## src/rtl/word_op_pkg.sv

```systemverilog
// Shared constants and helpers for the word_op_unit Booth operand slice.
// The WORD_OP_OVF_EN macro (used in word_op_unit) adds the out_ovf flag.
package word_op_pkg;

  localparam logic [1:0] MODE_PASS   = 2'd0;
  localparam logic [1:0] MODE_TOGGLE = 2'd1;
  localparam logic [1:0] MODE_NEGATE = 2'd2;
  localparam logic [1:0] MODE_DOUBLE = 2'd3;

  typedef enum logic [2:0] {
    WAIT = 3'd0,
    CALC = 3'd1,
    FIN  = 3'd2
  } state_e;

  function automatic int unsigned calc_nchunk(input int unsigned bitlen,
                                              input int unsigned chunk);
    return bitlen / chunk;
  endfunction

  // Counter needs at least one bit even when the whole word is a single chunk.
  function automatic int unsigned cnt_width(input int unsigned n);
    return (n > 1) ? $clog2(n) : 1;
  endfunction

endpackage

```

## src/rtl/word_op_chunk.sv

```systemverilog
// Combinational CHUNK-wide slice of the operand unit; the chain bit links
// consecutive chunks (carry for NEGATE, shifted-out bit for DOUBLE).
module word_op_chunk
  import word_op_pkg::*;
#(
  parameter int unsigned CHUNK = 4
) (
  input  logic [CHUNK-1:0] i_x,
  input  logic [1:0]       i_mode,
  input  logic             i_c,
  output logic [CHUNK-1:0] o_r,
  output logic             o_c
);

  logic [CHUNK:0]   w_sum;
  logic [CHUNK-1:0] w_dbl;

  assign w_sum = {1'b0, ~i_x} + {{CHUNK{1'b0}}, i_c};

  generate
    if (CHUNK == 1) begin : g_dbl_one
      assign w_dbl = i_c;
    end else begin : g_dbl_wide
      assign w_dbl = {i_x[CHUNK-2:0], i_c};
    end
  endgenerate

  always_comb begin
    o_r = i_x;
    o_c = 1'b0;
    case (i_mode)
      MODE_PASS: begin
        o_r = i_x;
      end
      MODE_TOGGLE: begin
        o_r = ~i_x;
      end
      MODE_NEGATE: begin
        o_r = w_sum[CHUNK-1:0];
        o_c = w_sum[CHUNK];
      end
      MODE_DOUBLE: begin
        o_r = w_dbl;
        o_c = i_x[CHUNK-1];
      end
      default: begin
        o_r = i_x;
      end
    endcase
  end

endmodule

```

## src/rtl/word_op_unit.sv

```systemverilog
// Multi-mode Booth operand unit: PASS/TOGGLE/NEGATE/DOUBLE, CHUNK bits per cycle.
// Define WORD_OP_OVF_EN to add the out_ovf port and its overflow logic.
module word_op_unit
  import word_op_pkg::*;
#(
  parameter int unsigned BITLEN = 8,
  parameter int unsigned CHUNK  = 4
) (
  input  logic              clock,
  input  logic              reset,
  input  logic [BITLEN-1:0] in_word,
  input  logic [1:0]        in_mode,
  input  logic              in_valid_pulse,
  output logic              mod_busy,
  output logic [BITLEN-1:0] out_word,
  output logic              out_valid_pulse
`ifdef WORD_OP_OVF_EN
  ,
  output logic              out_ovf
`endif
);

  localparam int unsigned NCHUNK = calc_nchunk(BITLEN, CHUNK);
  localparam int unsigned CW     = cnt_width(NCHUNK);
  localparam logic [CW-1:0] LAST = CW'(NCHUNK - 1);

  generate
    if (BITLEN < 2 || (BITLEN % CHUNK) != 0) begin : g_bad_cfg
      $error("word_op_unit: BITLEN must be >= 2 and a multiple of CHUNK");
    end
  endgenerate

  state_e            r_state;
  state_e            w_state_next;
  logic              w_accept;
  logic              w_step;
  logic              w_finish;
  logic              w_recover;

  logic [BITLEN-1:0] r_op;
  logic [BITLEN-1:0] r_acc;
  logic [1:0]        r_mode;
  logic              r_chain;
  logic [CW-1:0]     r_cnt;

  logic [CHUNK-1:0]  w_r;
  logic              w_c;
  logic [BITLEN-1:0] w_acc_next;

  word_op_chunk #(
    .CHUNK (CHUNK)
  ) u_chunk (
    .i_x    (r_op[CHUNK-1:0]),
    .i_mode (r_mode),
    .i_c    (r_chain),
    .o_r    (w_r),
    .o_c    (w_c)
  );

  // Result chunks enter at the top and drift down, LSB chunk ends lowest.
  assign w_acc_next = BITLEN'({w_r, r_acc} >> CHUNK);

  always_ff @(posedge clock) begin
    if (reset) begin
      r_state <= WAIT;
    end else begin
      r_state <= w_state_next;
    end
  end

  always_comb begin
    w_state_next = r_state;
    w_accept     = 1'b0;
    w_step       = 1'b0;
    w_finish     = 1'b0;
    w_recover    = 1'b0;
    case (r_state)
      WAIT: begin
        if (in_valid_pulse) begin
          w_accept     = 1'b1;
          w_state_next = CALC;
        end
      end
      CALC: begin
        w_step = 1'b1;
        if (r_cnt == LAST) begin
          w_state_next = FIN;
        end
      end
      FIN: begin
        w_finish     = 1'b1;
        w_state_next = WAIT;
      end
      default: begin
        w_recover    = 1'b1;
        w_state_next = WAIT;
      end
    endcase
  end

  always_ff @(posedge clock) begin
    if (reset) begin
      r_op            <= '0;
      r_acc           <= '0;
      r_mode          <= MODE_PASS;
      r_chain         <= 1'b0;
      r_cnt           <= '0;
      mod_busy        <= 1'b0;
      out_word        <= '0;
      out_valid_pulse <= 1'b0;
    end else begin
      out_valid_pulse <= 1'b0;
      if (w_accept) begin
        r_op     <= in_word;
        r_mode   <= in_mode;
        r_chain  <= (in_mode == MODE_NEGATE);
        r_acc    <= '0;
        r_cnt    <= '0;
        mod_busy <= 1'b1;
      end
      if (w_step) begin
        r_op    <= r_op >> CHUNK;
        r_acc   <= w_acc_next;
        r_chain <= w_c;
        r_cnt   <= r_cnt + CW'(1);
      end
      if (w_finish) begin
        out_word        <= r_acc;
        out_valid_pulse <= 1'b1;
        mod_busy        <= 1'b0;
      end
      if (w_recover) begin
        mod_busy <= 1'b0;
      end
    end
  end

`ifdef WORD_OP_OVF_EN
  logic r_ovf_pend;
  logic w_ovf_calc;

  // Overflow depends only on the accepted operand, so it is resolved up front.
  always_comb begin
    w_ovf_calc = 1'b0;
    case (in_mode)
      MODE_NEGATE: w_ovf_calc = (in_word == {1'b1, {(BITLEN-1){1'b0}}});
      MODE_DOUBLE: w_ovf_calc = in_word[BITLEN-1] ^ in_word[BITLEN-2];
      default:     w_ovf_calc = 1'b0;
    endcase
  end

  always_ff @(posedge clock) begin
    if (reset) begin
      r_ovf_pend <= 1'b0;
      out_ovf    <= 1'b0;
    end else begin
      if (w_accept) begin
        r_ovf_pend <= w_ovf_calc;
      end
      if (w_finish) begin
        out_ovf <= r_ovf_pend;
      end
    end
  end
`endif

endmodule

```

## config.mk

```make
export PLATFORM = sky130hd
export DESIGN_NAME = word_op_unit
export DESIGN_NICKNAME = d
export VERILOG_FILES = /design/src/rtl/word_op_pkg.sv /design/src/rtl/word_op_chunk.sv /design/src/rtl/word_op_unit.sv
export SDC_FILE = /design/constraint.sdc
export NUM_CORES = 1
export LEC_CHECK = 0
export BUFFER_PORTS_ARGS = -buffer_cell sky130_fd_sc_hd__buf_4
export CAP_MARGIN = 20
export CORE_MARGIN = 10
export CORE_UTILIZATION = 50
export CTS_CLUSTER_SIZE = 20
export DETAILED_ROUTE_END_ITERATION = 8
export GPL_TIMING_DRIVEN = 0
export PLACE_DENSITY = 0.72
export SYNTH_ARGS = -nofsm -noshare
export SYNTH_HDL_FRONTEND = slang
export SYNTH_SLANG_ARGS = --single-unit
```

## constraint.sdc

```tcl
create_clock -name clock -period 4.55 [get_ports clock]
set_input_delay 0.2275 -clock clock [delete_from_list [all_inputs] [get_ports clock]]
set_output_delay 0.2275 -clock clock [all_outputs]
set_load 0.02 [all_outputs]
```

==> run metrics, run 1 <==
post-route clock period utilization=0.3685; final net count=approximately 210; hold violation total from the final report=0; antenna violations before repair=0; Cell Area, Synth=approximately 1500 µm²; worst ir drop on vdd=0.3075 mV; dominant synthesized flop cell=sky130_fd_sc_hd__dfxtp_1; number of different library cells in the post-synthesis netlist=34; Root Driver=sky130_fd_sc_hd__clkbuf_4; Static Leakage=0.7146 nW; antenna cell count=0; most prevalent standard cell on the critical path=sky130_fd_sc_hd__ha_1; DRC Markers=0; initial standard-cell utilization of the core=0.5277; fmax=between 500 and 600 MHz; global placement routability congestion=between 0.7 and 0.8; global routing usage summed across all routing layers=0.1287; number of design-rule violations left by the first detailed-router iteration=105; via count of the first global-routing pass=1,272; number of CTS-inserted buffers=5; pins over their slew limit=0; total gr overflow=0; largest fanout on the critical path=4; count of yosys warnings during synthesis=0; Async S/R FF share, synth=0; CP Cell Sequence=inv_1 -> ha_1 -> ha_1 -> nor2b_1 -> a22o_1 -> a311oi_1 -> nor3_1; Bufs on Longest Clock Path=2; placement row count=19; leading post-synthesis cells by cell area=sky130_fd_sc_hd__dfxtp_1, sky130_fd_sc_hd__a21oi_1, sky130_fd_sc_hd__nor2_1, sky130_fd_sc_hd__nand2_1, sky130_fd_sc_hd__mux2i_1; final HPWL from detailed placement=2417 µm; nets in the synthesized netlist=184; average via count per standard cell=between 5 and 6; Post-CTS Setup Repair Bufs=0; Mean Syn Cell Area=8.684 µm²; critical path required time=4.77 ns; # clock sinks=32; sum of internal, switching and leakage power=approximately 0.64 mW; Crit Path Category=reg -> reg; slowest stage delay, CP=0.41 ns; number of top-level pins=23; global-route wire length before repair=5623 µm; Min-Delay Path Depth=2; number of synthesized flops with an enable pin=0; largest net degree at the start of global routing=11; critical path launch point type=flip-flop; total negative slack=0 ns; clock transition time at the flip-flop clock pins of the worst setup and hold paths=0.10 ns; source-to-sink clock delay at the later pin of the worst-skew pair=between 0.3 and 0.4 ns; commonest non-fill, non-tap cell in the layout=sky130_fd_sc_hd__dfxtp_1; post_cts resized=0; Arrival @ worst endpoint=1.90 ns; run status=finished, final reports clean; area of all placed cells without fillers=~1800 µm²; final cell count without fillers=230; dominant cell type by area after synthesis=sky130_fd_sc_hd__dfxtp_1; class of the worst hold path=in -> reg; minimum hold slack=approximately 0.087 ns; length of the first detailed-routing pass in iterations=4; total number of H-tree levels=2; post-synthesis sequential element count=32; Period minus WS final=1.677 ns; Reg2Reg Depth=7; cell depth of the worst setup path=7; post-place setup slack=roughly 2.9 ns; reported max-cap violation count=0; WL/cell=13.76 µm; via count=1,231; instance count after placement with tap cells included=222; number of buffer and inverter instances along the worst setup path=1; IO buf count=22; area of the die=5503 µm²; Synth-to-Final Area Change=20.37%; number of nets still failing antenna checks after routing=0; fraction of post-synthesis cell area in the top cell type by area=0.4365; category of the worst setup path capture point=flip-flop; share of the yosys chip area belonging to registers=0.4365; setup repair after global routing missed its margin=no; actual slew at the worst max-slew pin=0.5009 ns; number of buffers inserted by hold repair at cts=0; commonest non-fill, non-tap cells in the layout=sky130_fd_sc_hd__dfxtp_1, sky130_fd_sc_hd__buf_4, sky130_fd_sc_hd__nor2_1, sky130_fd_sc_hd__nand2_1, sky130_fd_sc_hd__a21oi_1; instance area at placement=approximately 1700 µm²; minimum setup slack in the final design=2.873 ns; Placeable Area=around 2800 µm²; Worst path slowest cell=sky130_fd_sc_hd__dfxtp_1; DIE HEIGHT=74.18 µm; cell type group with the largest total delay on the critical path=compound AO/OA/AOI/OAI gates; final setup skew=approximately 0.0060 ns; TritonCTS clock tree=built; final setup violation count=0; headroom to the max-slew limit=0.6660; number of instances in the synthesized netlist=169; power density relative to cell area=364.9 nW/µm²; post-layout utilization of the core=0.6352; fraction of final layout cells with drive strength greater than 1=0.2211; Final Routed Wirelength=3164 µm; die width=74.18 µm
-- path summary, 6_finish.rpt --
check | from | end | slack (ns)
worst min register to register | out_word[7]$_SDFFE_PP0P_ | out_word[7]$_SDFFE_PP0P_ | 0.46
worst max register to register | r_op[0]$_SDFFE_PP0P_ | r_chain$_SDFFE_PP0P_ | 2.87
worst min-delay path | reset | r_chain$_SDFFE_PP0P_ | 0.09
worst max-delay path | r_op[0]$_SDFFE_PP0P_ | r_chain$_SDFFE_PP0P_ | 2.87
-- registers in the layout (all words and copies together), names as in the netlist --
register / count
mod_busy: 1
out_valid_pulse: 1
out_word: 8
r_acc: 8
r_chain: 1
r_cnt: 1
r_mode: 2
r_op: 8
r_state: 2
-- cell type report --
| class | count | area [µm²] |
|---|---|---|
| timing repair buffer | 22 | 165.2 |
| tap | 31 | 38.79 |
| clock buffer | 7 | 65.06 |
| clock inverter | 1 | 30.03 |
| sequential | 32 | 640.6 |
| buffer | 12 | 80.08 |
| multi-input combinational | 121 | 732.0 |
| inverter | 4 | 15.01 |
| fill | 244 | 1015 |
-- worst register-to-register path: cells and delay by family (launching register included) --
kind	cells	cell delay [ns]
compound gates	2	0.46
fa+ha+maj	2	0.43
buf+inv	1	0.07
flops	1	0.41
simple gates	2	0.22
-- report_power, final --
| group | internal [mW] | switching, mW |
|---|---|---|
| Clock | 0.146 | 0.0954 |
| Combinational | 0.0474 | 0.0493 |
| Sequential | 0.294 | 0.0131 |
| Total | 0.487 | 0.158 |
-- cells by family (layout without fill, tap and decap cells) --
| logic type | count (synthesis) | count (layout) | share of synthesized area |
|---|---|---|---|
| buf+inv | 16 | 46 | 0.06478 |
| flops | 32 | 32 | 0.4365 |
| xor+xnor | 4 | 4 | 0.02387 |
| fa+ha+maj | 2 | 2 | 0.01705 |
| compound gates | 41 | 41 | 0.1884 |
| simple gates | 67 | 67 | 0.2217 |
| mux | 7 | 7 | 0.04774 |
-- layer usage --
metal,global-route usage,up-vias,wire length (µm)
met1,0.1393,570,1377
met5,0,-,0
li1,-,632,-
met2,0.2225,25,1571
met3,0.05585,4,188
met4,0.03727,0,25
-- cells in the mapped netlist, types with 3 or more instances --
| cell type | count |
|---|---|
| sky130_fd_sc_hd__clkbuf_1 | 3 |
| sky130_fd_sc_hd__a22oi_1 | 4 |
| sky130_fd_sc_hd__a21oi_1 | 17 |
| sky130_fd_sc_hd__buf_6 | 3 |
| sky130_fd_sc_hd__nor2b_1 | 10 |
| sky130_fd_sc_hd__xor2_1 | 3 |
| sky130_fd_sc_hd__nand2_1 | 21 |
| sky130_fd_sc_hd__buf_2 | 4 |
| sky130_fd_sc_hd__nor2_1 | 22 |
| sky130_fd_sc_hd__nand2b_1 | 4 |
| sky130_fd_sc_hd__a2bb2oi_1 | 4 |
| sky130_fd_sc_hd__a211oi_1 | 4 |
| sky130_fd_sc_hd__mux2i_1 | 7 |
| sky130_fd_sc_hd__dfxtp_1 | 32 |
| sky130_fd_sc_hd__nor3_1 | 3 |
| sky130_fd_sc_hd__inv_1 | 4 |
Note: power is estimated with default switching activity, not from simulation.
==> run 2: changes to the inputs <==
==> constraint.sdc (replaced) <==
create_clock -name clock -period 1.6 [get_ports clock]
set_input_delay 0.08 -clock clock [delete_from_list [all_inputs] [get_ports clock]]
set_output_delay 0.08 -clock clock [all_outputs]
set_load 0.02 [all_outputs]
==> run metrics, run 2 (synthesized netlist as in run 1, its figures left out) <==
clock transition time at the flip-flop clock pins of the worst setup and hold paths=0.10 ns (about the same); antenna cell count=0 (unchanged); final setup violation count=0 (unchanged); die width=74.18 µm (unchanged); minimum hold slack=-0.001192 ns (-0.08779 ns); TritonCTS clock tree=built; pins over their slew limit=0 (unchanged); IO buf count=22 (unchanged); area of the die=5503 µm² (unchanged); length of the first detailed-routing pass in iterations=4 (unchanged); number of nets still failing antenna checks after routing=0 (unchanged); final setup skew=0.005701 ns (-0.0003214 ns); class of the worst hold path=in -> reg; critical path launch point type=flip-flop; final net count=216 (+1.4%); source-to-sink clock delay at the later pin of the worst-skew pair=0.33 ns (about the same); Final Routed Wirelength=3230 µm (+2.1%); run status=finished with violations; Root Driver=sky130_fd_sc_hd__clkbuf_4; post-place setup slack=-0.07130 ns (-2.950 ns); via count of the first global-routing pass=1,284 (+0.94%); number of top-level pins=23 (unchanged); commonest non-fill, non-tap cell in the layout=sky130_fd_sc_hd__dfxtp_1; antenna violations before repair=0 (unchanged); fmax=657.6 MHz (+10%); headroom to the max-slew limit=0.6645 (-0.001502); global routing usage summed across all routing layers=0.1300 (+0.001355); final HPWL from detailed placement=2417 µm (unchanged); reported max-cap violation count=0 (unchanged); Period minus WS final=1.521 ns (-0.1559 ns); Arrival @ worst endpoint=1.75 ns (-0.15 ns); initial standard-cell utilization of the core=0.5277 (unchanged); # clock sinks=32 (unchanged); critical path required time=1.83 ns (-2.94 ns); worst ir drop on vdd=0.8795 mV (+190%); Crit Path Category=reg -> reg; instance area at placement=1672 µm² (unchanged); area of all placed cells without fillers=1804 µm² (+2.1%); actual slew at the worst max-slew pin=0.5032 ns (+0.002252 ns); post-route clock period utilization=0.9504 (+0.5819); average via count per standard cell=5.348 (about the same); biggest regs=out_word (8), r_acc (8), r_op (8); fraction of final layout cells with drive strength greater than 1=0.2376 (+0.01652); largest net degree at the start of global routing=11 (unchanged); via count=1,246 (+1.2%); global placement routability congestion=0.7963 (unchanged); Synth-to-Final Area Change=22.93%; DIE HEIGHT=74.18 µm (unchanged); number of design-rule violations left by the first detailed-router iteration=106 (+0.95%); WL/cell=13.86 µm (+0.77%); Bufs on Longest Clock Path=2 (unchanged); placement row count=19 (unchanged); total number of H-tree levels=2 (unchanged); Placeable Area=2781 µm² (unchanged); global-route wire length before repair=5692 µm (+1.2%); category of the worst setup path capture point=flip-flop; hold violation total from the final report=1 (+1); failing checks=negative hold slack; Static Leakage=0.7282 nW (+1.9%); largest fanout on the critical path=3 (-1); DRC Markers=0 (unchanged); commonest non-fill, non-tap cells in the layout=sky130_fd_sc_hd__dfxtp_1, sky130_fd_sc_hd__buf_4, sky130_fd_sc_hd__nor2_1, sky130_fd_sc_hd__nand2_1, sky130_fd_sc_hd__a21oi_1; total gr overflow=0 (unchanged); minimum setup slack in the final design=0.07935 ns (-2.794 ns); number of CTS-inserted buffers=5 (unchanged); power density relative to cell area=1026 nW/µm² (+180%)
run 2: path summary, 6_finish.rpt:
path	from	cells past startpoint	slack [ns]	end
worst max-delay path	r_op[0]$_SDFFE_PP0P_	7	0.08	r_chain$_SDFFE_PP0P_
worst min-delay path	in_mode[1]	3	-0.001	r_mode[1]$_SDFFE_PP0P_
worst max register to register	r_op[0]$_SDFFE_PP0P_	7	0.08	r_chain$_SDFFE_PP0P_
worst min register to register	out_word[7]$_SDFFE_PP0P_	2	0.46	out_word[7]$_SDFFE_PP0P_
run 2: worst max-delay path, cell delays in order, from the launching register on:
cell and delay [ns]:
sky130_fd_sc_hd__dfxtp_2 0.33, sky130_fd_sc_hd__inv_1 0.04, sky130_fd_sc_hd__ha_1 0.22, sky130_fd_sc_hd__ha_2 0.19
sky130_fd_sc_hd__nor2b_1 0.13, sky130_fd_sc_hd__a22o_1 0.20, sky130_fd_sc_hd__a311oi_2 0.23, sky130_fd_sc_hd__nor3_1 0.07
run 2: through the flow:
| step | TNS [ns] | total power [mW] | cells | hold WS [ns] | utilization |
|---|---|---|---|---|---|
| after CTS | 0 | 1.856 | 233 | 0.0009300 | 0.6455 |
| after global placement | -0.02339 | 1.154 | 222 | 0.2854 | 0.6010 |
| after detailed placement | -0.07130 | 1.167 | 222 | 0.2902 | 0.6010 |
| after floorplan | 0 | 1.085 | 169 | 0.1558 | - |
| after global routing | -0.005470 | 1.945 | 233 | 0.0006486 | 0.6487 |
| final | 0 | 1.850 | 233 | -0.001192 | 0.6487 |
run 2: layout make-up:
class / instances / area (µm²)
Tap cell: 31 / 38.79
Clock inverter: 1 / 30.03
Timing Repair Buffer: 25 / 192.7
Multi-Input combinational cell: 121 / 740.7
Inverter: 4 / 15.01
Sequential cell: 32 / 641.9
Clock buffer: 7 / 65.06
Fill cell: 236 / 977.2
Buffer: 12 / 80.08
run 2: power breakdown:
part / internal [mW] / total [mW] / switching, mW
combinational: 0.144 / 0.291 / 0.147
sequential: 0.835 / 0.871 / 0.0352
clock: 0.415 / 0.689 / 0.274
run 2: per-layer routing:
| layer | vias to the layer above | wire length (µm) | GRT usage |
|---|---|---|---|
| li1 | 642 | - | - |
| met1 | 579 | 1418 | 0.1393 |
| met2 | 23 | 1587 | 0.2235 |
| met3 | 2 | 203 | 0.05851 |
| met4 | 0 | 21 | 0.04141 |
| met5 | - | 0 | 0 |
run 2: repair_timing:
item,CTS,global route
hold buffers,2,0
endpoints found under the hold margin,3,0
resized for setup,1,2
buffers inserted,1,0
setup endpoints to repair,1,2
pin swaps,1,0
